### src/rtl/sys_defs.sv
// sys_defs: shared widths, FSM states and requester ids for the arbiter.
// Build macro MEM_ARB_WRITE_PRIORITY_EN lets compressor writes beat reads.
`ifndef MEM_BANDWIDTH
`define MEM_BANDWIDTH 4
`endif
`ifndef MEM_ADDR_SIZE
`define MEM_ADDR_SIZE 16
`endif

package sys_defs;

  localparam int MEM_DATA_W = `MEM_BANDWIDTH * 8;
  localparam int MEM_ADDR_W = `MEM_ADDR_SIZE;

  typedef enum logic [1:0] {
    IDLE,
    READ_WAIT,
    WRITE
  } mem_arb_state;

  typedef enum logic [1:0] {
    DEC,
    WGT,
    COMP
  } mem_req_id;

  function automatic mem_req_id onehot_to_id(
    input logic [2:0] oh
  );
    mem_req_id id;
    id = DEC;
    unique case (1'b1)
      oh[1]:   id = WGT;
      oh[2]:   id = COMP;
      default: id = DEC;
    endcase
    return id;
  endfunction

endpackage

### src/rtl/rr_arbiter3.sv
// rr_arbiter3: three-way round-robin picker, one-hot grant.
// Search starts just after the last accepted winner (dec, wgt, comp).
module rr_arbiter3
  import sys_defs::*;
(
  input  logic       clk,
  input  logic       rst,
  input  logic [2:0] req,
  input  logic       accept,
  output logic [2:0] gnt
);

  mem_req_id last;

  // first active requester after the previous winner
  always_comb begin
    gnt = 3'b000;
    unique case (last)
      DEC: begin
        if (req[1])      gnt = 3'b010;
        else if (req[2]) gnt = 3'b100;
        else if (req[0]) gnt = 3'b001;
      end
      WGT: begin
        if (req[2])      gnt = 3'b100;
        else if (req[0]) gnt = 3'b001;
        else if (req[1]) gnt = 3'b010;
      end
      default: begin
        if (req[0])      gnt = 3'b001;
        else if (req[1]) gnt = 3'b010;
        else if (req[2]) gnt = 3'b100;
      end
    endcase
  end

  // remember the winner once its grant is taken
  always_ff @(posedge clk) begin
    if (rst) begin
      last <= COMP;
    end else if (accept) begin
      last <= onehot_to_id(gnt);
    end
  end

endmodule

### src/rtl/mem_port_arbiter.sv
// mem_port_arbiter: shares one memory port among dec/wgt reads and comp writes.
// Optional MEM_ARB_WRITE_PRIORITY_EN: comp_req always wins in IDLE.
module mem_port_arbiter
  import sys_defs::*;
#(
  parameter int TIMEOUT_CYC = 255,
  parameter int ADDR_STEP   = `MEM_BANDWIDTH
) (
  input  logic                  clk,
  input  logic                  rst,
  input  logic                  start,
  input  logic [MEM_ADDR_W-1:0] ifmap_start_addr,
  input  logic [MEM_ADDR_W-1:0] weight_start_addr,
  input  logic [MEM_ADDR_W-1:0] comp_start_addr,
  input  logic                  dec_req,
  input  logic                  wgt_req,
  input  logic                  comp_req,
  input  logic [MEM_DATA_W-1:0] comp_data,
  input  logic [MEM_DATA_W-1:0] mem_read_data,
  input  logic                  mem_valid,
  output logic [MEM_ADDR_W-1:0] mem_addr,
  output logic [MEM_DATA_W-1:0] mem_write_data,
  output logic                  mem_read,
  output logic                  mem_write,
  output logic                  dec_ack,
  output logic                  wgt_ack,
  output logic                  comp_ack,
  output logic [MEM_DATA_W-1:0] rd_data,
  output logic                  busy,
  output logic                  error
);

  localparam int TW = $clog2(TIMEOUT_CYC + 1) + 1;

  typedef logic [MEM_ADDR_W-1:0] addr_t;

  mem_arb_state                 state;
  mem_arb_state                 state_nxt;
  mem_req_id                    gnt_id;
  mem_req_id                    sel_id;
  logic [2:0][MEM_ADDR_W-1:0]   cnt;
  logic [TW-1:0]                wait_cnt;
  logic                         stale;
  logic                         idle;
  logic                         take;
  logic                         timeout;
  logic                         rd_done;
  logic                         bump;
  logic [2:0]                   arb_req;
  logic [2:0]                   arb_gnt;
  logic [2:0]                   sel;
  logic                         arb_accept;

  assign idle = (state == IDLE);

`ifdef MEM_ARB_WRITE_PRIORITY_EN
  assign arb_req    = {1'b0, wgt_req, dec_req};
  assign sel        = comp_req ? 3'b100 : arb_gnt;
  assign arb_accept = idle && !comp_req && (arb_gnt != 3'b000);
`else
  assign arb_req    = {comp_req, wgt_req, dec_req};
  assign sel        = arb_gnt;
  assign arb_accept = idle && (arb_gnt != 3'b000);
`endif

  rr_arbiter3 u_rr (
    .clk    (clk),
    .rst    (rst),
    .req    (arb_req),
    .accept (arb_accept),
    .gnt    (arb_gnt)
  );

  assign take    = idle && (sel != 3'b000);
  assign sel_id  = onehot_to_id(sel);
  assign rd_done = (state == READ_WAIT) && mem_valid;
  assign timeout = (state == READ_WAIT) && !mem_valid
                && (wait_cnt == TW'(TIMEOUT_CYC));
  assign bump    = (rd_done && !stale) || (state == WRITE);

  // transaction phase sequencing
  always_comb begin
    state_nxt = state;
    unique case (state)
      IDLE: begin
        if (take) begin
          state_nxt = (sel_id == COMP) ? WRITE : READ_WAIT;
        end
      end
      READ_WAIT: begin
        if (rd_done || timeout) state_nxt = IDLE;
      end
      WRITE:   state_nxt = IDLE;
      default: state_nxt = IDLE;
    endcase
  end

  // port outputs, beat pulses, address counters and sticky error
  always_ff @(posedge clk) begin
    if (rst) begin
      state          <= IDLE;
      gnt_id         <= DEC;
      cnt            <= '0;
      wait_cnt       <= '0;
      stale          <= 1'b0;
      mem_addr       <= '0;
      mem_write_data <= '0;
      mem_read       <= 1'b0;
      mem_write      <= 1'b0;
      dec_ack        <= 1'b0;
      wgt_ack        <= 1'b0;
      comp_ack       <= 1'b0;
      rd_data        <= '0;
      busy           <= 1'b0;
      error          <= 1'b0;
    end else begin
      state     <= state_nxt;
      busy      <= (state_nxt != IDLE);
      mem_read  <= 1'b0;
      mem_write <= 1'b0;
      dec_ack   <= 1'b0;
      wgt_ack   <= 1'b0;
      comp_ack  <= 1'b0;
      if (take) begin
        gnt_id   <= sel_id;
        mem_addr <= cnt[sel_id];
        wait_cnt <= '0;
        stale    <= 1'b0;
        if (sel_id == COMP) begin
          mem_write      <= 1'b1;
          mem_write_data <= comp_data;
          comp_ack       <= 1'b1;
        end else begin
          mem_read <= 1'b1;
        end
      end
      if (rd_done && !stale) begin
        rd_data <= mem_read_data;
        dec_ack <= (gnt_id == DEC);
        wgt_ack <= (gnt_id == WGT);
      end
      if ((state == READ_WAIT) && !mem_valid) begin
        wait_cnt <= wait_cnt + TW'(1);
      end
      if (start) begin
        cnt[DEC]  <= ifmap_start_addr;
        cnt[WGT]  <= weight_start_addr;
        cnt[COMP] <= comp_start_addr;
        stale     <= (state == READ_WAIT);
        error     <= 1'b0;
      end else begin
        if (bump) begin
          cnt[gnt_id] <= cnt[gnt_id] + addr_t'(ADDR_STEP);
        end
        if (timeout) error <= 1'b1;
      end
    end
  end

endmodule

### config.mk
export PLATFORM = sky130hd
export DESIGN_NAME = mem_port_arbiter
export DESIGN_NICKNAME = d
export VERILOG_FILES = /design/src/rtl/sys_defs.sv /design/src/rtl/rr_arbiter3.sv /design/src/rtl/mem_port_arbiter.sv
export SDC_FILE = /design/constraint.sdc
export NUM_CORES = 1
export LEC_CHECK = 0
export ABC_CLOCK_PERIOD_IN_PS = 3600
export CAP_MARGIN = 15
export CORE_ASPECT_RATIO = 1.5
export CORE_MARGIN = 5
export CORE_UTILIZATION = 40
export CTS_CLUSTER_SIZE = 14
export DETAILED_ROUTE_END_ITERATION = 8
export PLACE_DENSITY = 0.7
export SKIP_CTS_REPAIR_TIMING = 1
export SYNTH_ARGS = -nofsm -noshare
export SYNTH_HDL_FRONTEND = slang
export SYNTH_SLANG_ARGS = --single-unit
export TNS_END_PERCENT = 30
### constraint.sdc
create_clock -name clk -period 3.6 [get_ports clk]
set_clock_uncertainty 0.1 [all_clocks]
set_input_delay 0.72 -clock clk [delete_from_list [all_inputs] [get_ports clk]]
set_output_delay 0.72 -clock clk [all_outputs]
set_load 0.1 [all_outputs]
### After elaboration in Yosys (flattened, before gate mapping)

Index checks and enable logic that the tools add are counted.

| storage, ports and cells | value |
|---|---|
| input bits | 119 |
| bits in registers | 150 |
| output and inout port bits | 87 |

| operators by class | value |
|---|---|
| reductions and logical operators | 22 |
| muxes and demuxes | 30 |
| eq/ne operators | 6 |
| $lt $le $gt $ge | 3 |
| add/sub/neg operators | 2 |
| bitwise logic cells | 2 |

Operators by type and width:

| operator | number |
|---|---|
| $mux W48 | 2 |
| $bmux W16 S2 | 2 |
| $bwmux W48 | 1 |
| $mux W16 | 3 |
| $demux W16 S2 | 1 |
| $mux W3 | 7 |
| $mux W9 | 2 |
| $add A16 B3 Y16 const B | 1 |
| $add A9 B1 Y9 const B | 1 |
| $eq A9 B8 Y1 const B | 1 |
| $mux W2 | 4 |
| $pmux W2 S2 | 2 |
| $reduce_bool A2 Y1 | 4 |
| $eq A2 B1 Y1 const B | 3 |
| $logic_and A1 B1 Y1 | 6 |
| $logic_not A2 Y1 | 3 |
| $lt A2 B3 Y1 const B | 2 |
| $pmux W3 S2 | 1 |
| $reduce_or A2 Y1 | 3 |
| $mux W1 | 5 |
| $eq A2 B2 Y1 const B | 2 |
| $reduce_bool A3 Y1 | 1 |
| $ge A2 B1 Y1 const B | 1 |
| $logic_not A1 Y1 | 2 |
| other kinds (3) | 5 |

### Depth between registers and ports, before layout

| depth | value |
|---|---|
| depth after elaboration | 10 |
| mapped depth | 10 |
| depth with buffers taken out | 8 |

### Modules after synthesis

Synthesis repeated with hierarchy kept, for this count alone.

| second synthesis, totals | value |
|---|---|
| cells, all modules | 777 |
| area total of the unflattened synthesis | 6608.8 sq um |

Modules (own cells, without submodules):

| module | sequential area each (sq um) | instances | area an instance (sq um) | cells an instance |
|---|---|---|---|---|
| mem_port_arbiter | 2962.8 | 1 | 6462.4 | 758 |
| rr_arbiter3 | 40.0 | 1 | 146.4 | 19 |

### Worst setup path before layout

Ideal clock, no wire load.

| path | value |
|---|---|
| path type | input-to-reg |
| from | input port wgt_req |
| to | register mem_addr[6] |
| library setup time | 0.061 ns |
| cell stages on the path | 8 |
| arrival time | 2.088 ns |
| slack | 1.351 ns |
| cell sequence | buf_2 > a21oi_1 > o21ai_0 > clkbuf_1 > clkbuf_1 > nor2_1 > a311oi_1 > a31o_2 |

| between the ends | value |
|---|---|
| word-level cells in the longest chain between the ends | 7 |

Ends and longest elaborated chain:

| item | RTL line | text |
|---|---|---|
| start: declaration | mem_port_arbiter.sv:16 | `input logic wgt_req,` |
| $mux W2 | rr_arbiter3.sv:27 | `else if (req[1]) gnt = 3'b010;` |
| $mux W3 | rr_arbiter3.sv:26 | `else if (req[0]) gnt = 3'b001;` |
| $mux W3 | rr_arbiter3.sv:25 | `if (req[2]) gnt = 3'b100;` |
| $pmux W3 S2 (*) | rr_arbiter3.sv:18 | `unique case (last)` |
| $pmux W2 S2 | sys_defs.sv:32 | `unique case (1'b1)` |
| $bmux W16 S2 | mem_port_arbiter.sv:126 | `mem_addr <= cnt[sel_id];` |
| $mux W16 (not written as such) | mem_port_arbiter.sv:126 |  |
| end signal: assignment | mem_port_arbiter.sv:126 |  |
| end: declaration | mem_port_arbiter.sv:21 | `output logic [MEM_ADDR_W-1:0] mem_addr,` |

Every way passes the cells marked *; elsewhere a longest branch is shown, timed or not. The select of a mux whose other input is x is not followed.
A chain may end at the register's enable or synchronous reset.

### Final worst setup path

| path | value |
|---|---|
| from | register mem_write_data[0] |
| to | output port mem_write_data[0] |

RTL lines:

| item | RTL line | text |
|---|---|---|
| start: declaration | mem_port_arbiter.sv:22 | `output logic [MEM_DATA_W-1:0] mem_write_data,` |
| start signal: assignment | mem_port_arbiter.sv:131 | `mem_write_data <= comp_data;` |

No word-level cell between the ends.

==> metrics.md <==
| Metric | Value |
|---|---|
| Status | `finished, final reports clean` |
| Syn. warnings | `0` |
| Initial antenna violation count | `1` |
| First-pass GRT wire length | `32300 um` |
| Layout cells sized above 1 | `11.9%` |
| Initial Util | `40.6%` |
| Clock sink total | `149` |
| Power Internal | `3330 uW` |
| CP max FO | `2` |
| Drt total wl | `20500 um` |
| CTS buffer count | `17` |
| Vias | `6416` |
| Data required time at the worst endpoint | `2780 ps` |
| Crit end category | `output pin` |
| Most frequent cells in the layout | `186 x clkdlybuf4s50_1, 172 x nand2_1, 149 x dfxtp_1, 86 x a21oi_1, 77 x nor2_1` |
| Max cap viols | `0` |
| Worst Tran Pin Value | `1020 ps` |
| Critical path arrival | `1940 ps` |
| RSZ-0062 raised after global routing | `no` |
| Worst hold path type | `flip-flop to flip-flop` |
| DIE HEIGHT | `167 um` |
| DPL Wire Length | `14500 um` |
| Die area | `0.0192 mm^2` |
| Syn Std Cell Area | `0.00658 mm^2` |
| Inst Count DP | `1171` |
| Fill cell count | `1513` |
| Multi-input gate area | `0.00327 mm^2` |
| Final hold violations | `0` |
| Leading area contributor after synthesis | `dfxtp_1` |
| Main synth FF type | `dfxtp_1` |
| Clock buffer depth | `2` |
| Wire per inst | `17.0 um` |
| Syn_nets | `923` |
| Synth unique cells | `52` |
| Max Slew Vio Count | `0` |
| Mean post-synth cell area | `8.21 um^2` |
| P&R area growth vs syn | `42.1%` |
| GRT overflow | `0` |
| Seq/Total Area, Yosys | `45.3%` |
| Register area | `0.00298 mm^2` |
| Crit path buf inv count | `1` |
| Number of global-route vias before repair | `6409` |
| FF+latch count, synth | `149` |
| Cells after synthesis | `801` |
| Die X | `115 um` |
| Slowest stage delay, CP | `1150 ps` |
| Final core occ | `57.7%` |
| Crit-path slowest cell | `clkdlybuf4s50_1` |
| Crit path cell chain | `clkdlybuf4s50_1` |
| Core Area | `0.0162 mm^2` |
| EDFF count, synth | `0` |
| Leak pwr | `0.00340 uW` |
| F_max | `0.362 GHz` |
| Clk slew on worst S/H paths | `60 ps` |
| NetSw | `1630 uW` |
| Crit Path Category | `flip-flop to output pin` |
| Critical path's top delay family | `buffers and inverters` |
| Reg power frac | `37.5%` |
| Slew HR | `32.1%` |
| Io pins | `206` |
| H-tree levels | `4` |
| Post-layout min period | `2760 ps` |
| First-pass detailed-route iteration total | `6` |
| Rows | `57` |
| Synth area leaders | `dfxtp_1 45%, nand2_1 9.8%, a21oi_1 6.5%, nor2_1 4.4%, mux2i_1 3.5%` |
| Peak supply drop | `0.420 mV` |
| Fin cells | `1202` |
| Final Wtd Congestion | `0.924` |
| Clock Latency Late Sink | `420 ps` |
| Overall Global Routing Usage | `21.1%` |
| Starting DRC count in detailed routing | `302` |
| Final setup vio count | `0` |
| IO Port Bufs | `205` |
| Nets | `1106` |
| PD cells | `531 mW/mm^2` |
| Pwr Total | `4960 uW` |
| Switching Fraction | `32.9%` |
| Routed Antenna Nets | `0` |
| Root Driver | `clkbuf_16` |
| Drt drc | `0` |
| CTS tree | `done` |
| Via density | `5.34` |
| Logic pwr share | `25.5%` |
| Tcrit/Tclk final | `76.8%` |
| Async set-or-reset flop fraction in the synthesized netlist | `0%` |
| Synth top area share | `45.3%` |
| Commonest non-fill, non-tap cell in the layout | `clkdlybuf4s50_1` |
| Pin count of the biggest net entering global routing | `93` |
| Power share of the clock group | `36.9%` |
| CP startpoint kind | `flip-flop` |
| TNS Setup | `0 ps` |
metrics by stage:
step	setup slack (ps)	area (um^2)	hold WS, ps
CTS	799	9350	353
floorplan	1350	6580	341
global route	646	9350	371
global placement	527	8730	340
finish	836	9350	351
detailed placement	525	8730	346
worst register-to-register path: stages (launching register included):
cell	delay [ps]
dfxtp_1	700
buf_4	380
nand2_1	90
o22ai_1	390
nand4_1	210
nor3_1	250
xor2_1	320
a211oi_1	120
kinds of logic (layout without fill, tap and decap cells):
| family | Yosys count | count (layout) | share of synthesized area (%) |
|---|---|---|---|
| compound gates | 223 | 223 | 23.3 |
| xor+xnor | 12 | 12 | 1.60 |
| fa+ha+maj | 3 | 3 | 0.571 |
| buf+inv | 75 | 269 | 5.13 |
| flops | 149 | 149 | 45.3 |
| mux | 25 | 25 | 3.84 |
| other cells | 0 | 1 | 0 |
| simple gates | 314 | 314 | 20.3 |
flip-flops by register name, summed over array words and instances, names as in the netlist, 2 cells and up:
register / count
cnt: 48
mem_write_data: 32
rd_data: 32
mem_addr: 16
wait_cnt: 9
state: 2
u_rr.last: 2
power by group through the flow:
stage | clock network (uW) | logic [uW] | registers, uW
2_1_floorplan | 0 | 454 | 2310
3_5_place_dp | 0 | 1260 | 1900
5_1_grt | 1950 | 1340 | 1880
6_report | 1830 | 1270 | 1860
4_1_cts | 1880 | 1270 | 1860
3_3_place_gp | 0 | 1260 | 1890
final cells by class:
cell class              count  share of cell area (%)
multi-input cells         577                    34.9
flip-flops and latches    149                    31.9
repair buffers            228                    23.4
clock buffers              17                    4.55
well taps                 206                    2.76
clock inverters            13                    1.98
inverters                  11                   0.442
diodes                      1                  0.0268
cells in the mapped netlist, types with 4 or more instances:
library cell and n:
a211oi_1 22, a21oi_1 86, a311oi_1 16, a31o_2 16
a31oi_1 4, and3_1 4, buf_2 8, clkbuf_1 49
dfxtp_1 149, inv_1 10, mux2i_1 23, nand2_1 172
nand3_1 25, nor2_1 78, nor3_1 13, o21a_1 15
o21ai_0 27, o221a_1 4, o221a_2 11, o22ai_1 5
o22ai_2 10, xnor2_1 6, xor2_1 6
path summary, 6_finish.rpt:
kind / startpoint / endpoint / slack [ps] / cells after the start
max: mem_write_data[0] / mem_write_data[0] / 840 / 1
min: rd_data[1] / rd_data[1] / 350 / 2
max reg2reg: gnt_id[1] / cnt[30] / 890 / 7
min reg2reg: rd_data[1] / rd_data[1] / 350 / 2
routing by layer:
layer  up-vias  routed length (um)  GRT usage, %
li1       3179                   -             -
met3        47                1820          8.35
met5         -                   7             0
met4         2                 617          8.48
met1      2950                7680          22.4
met2       238               10300          36.8
No activity file was read; power rests on OpenSTA's default activity.
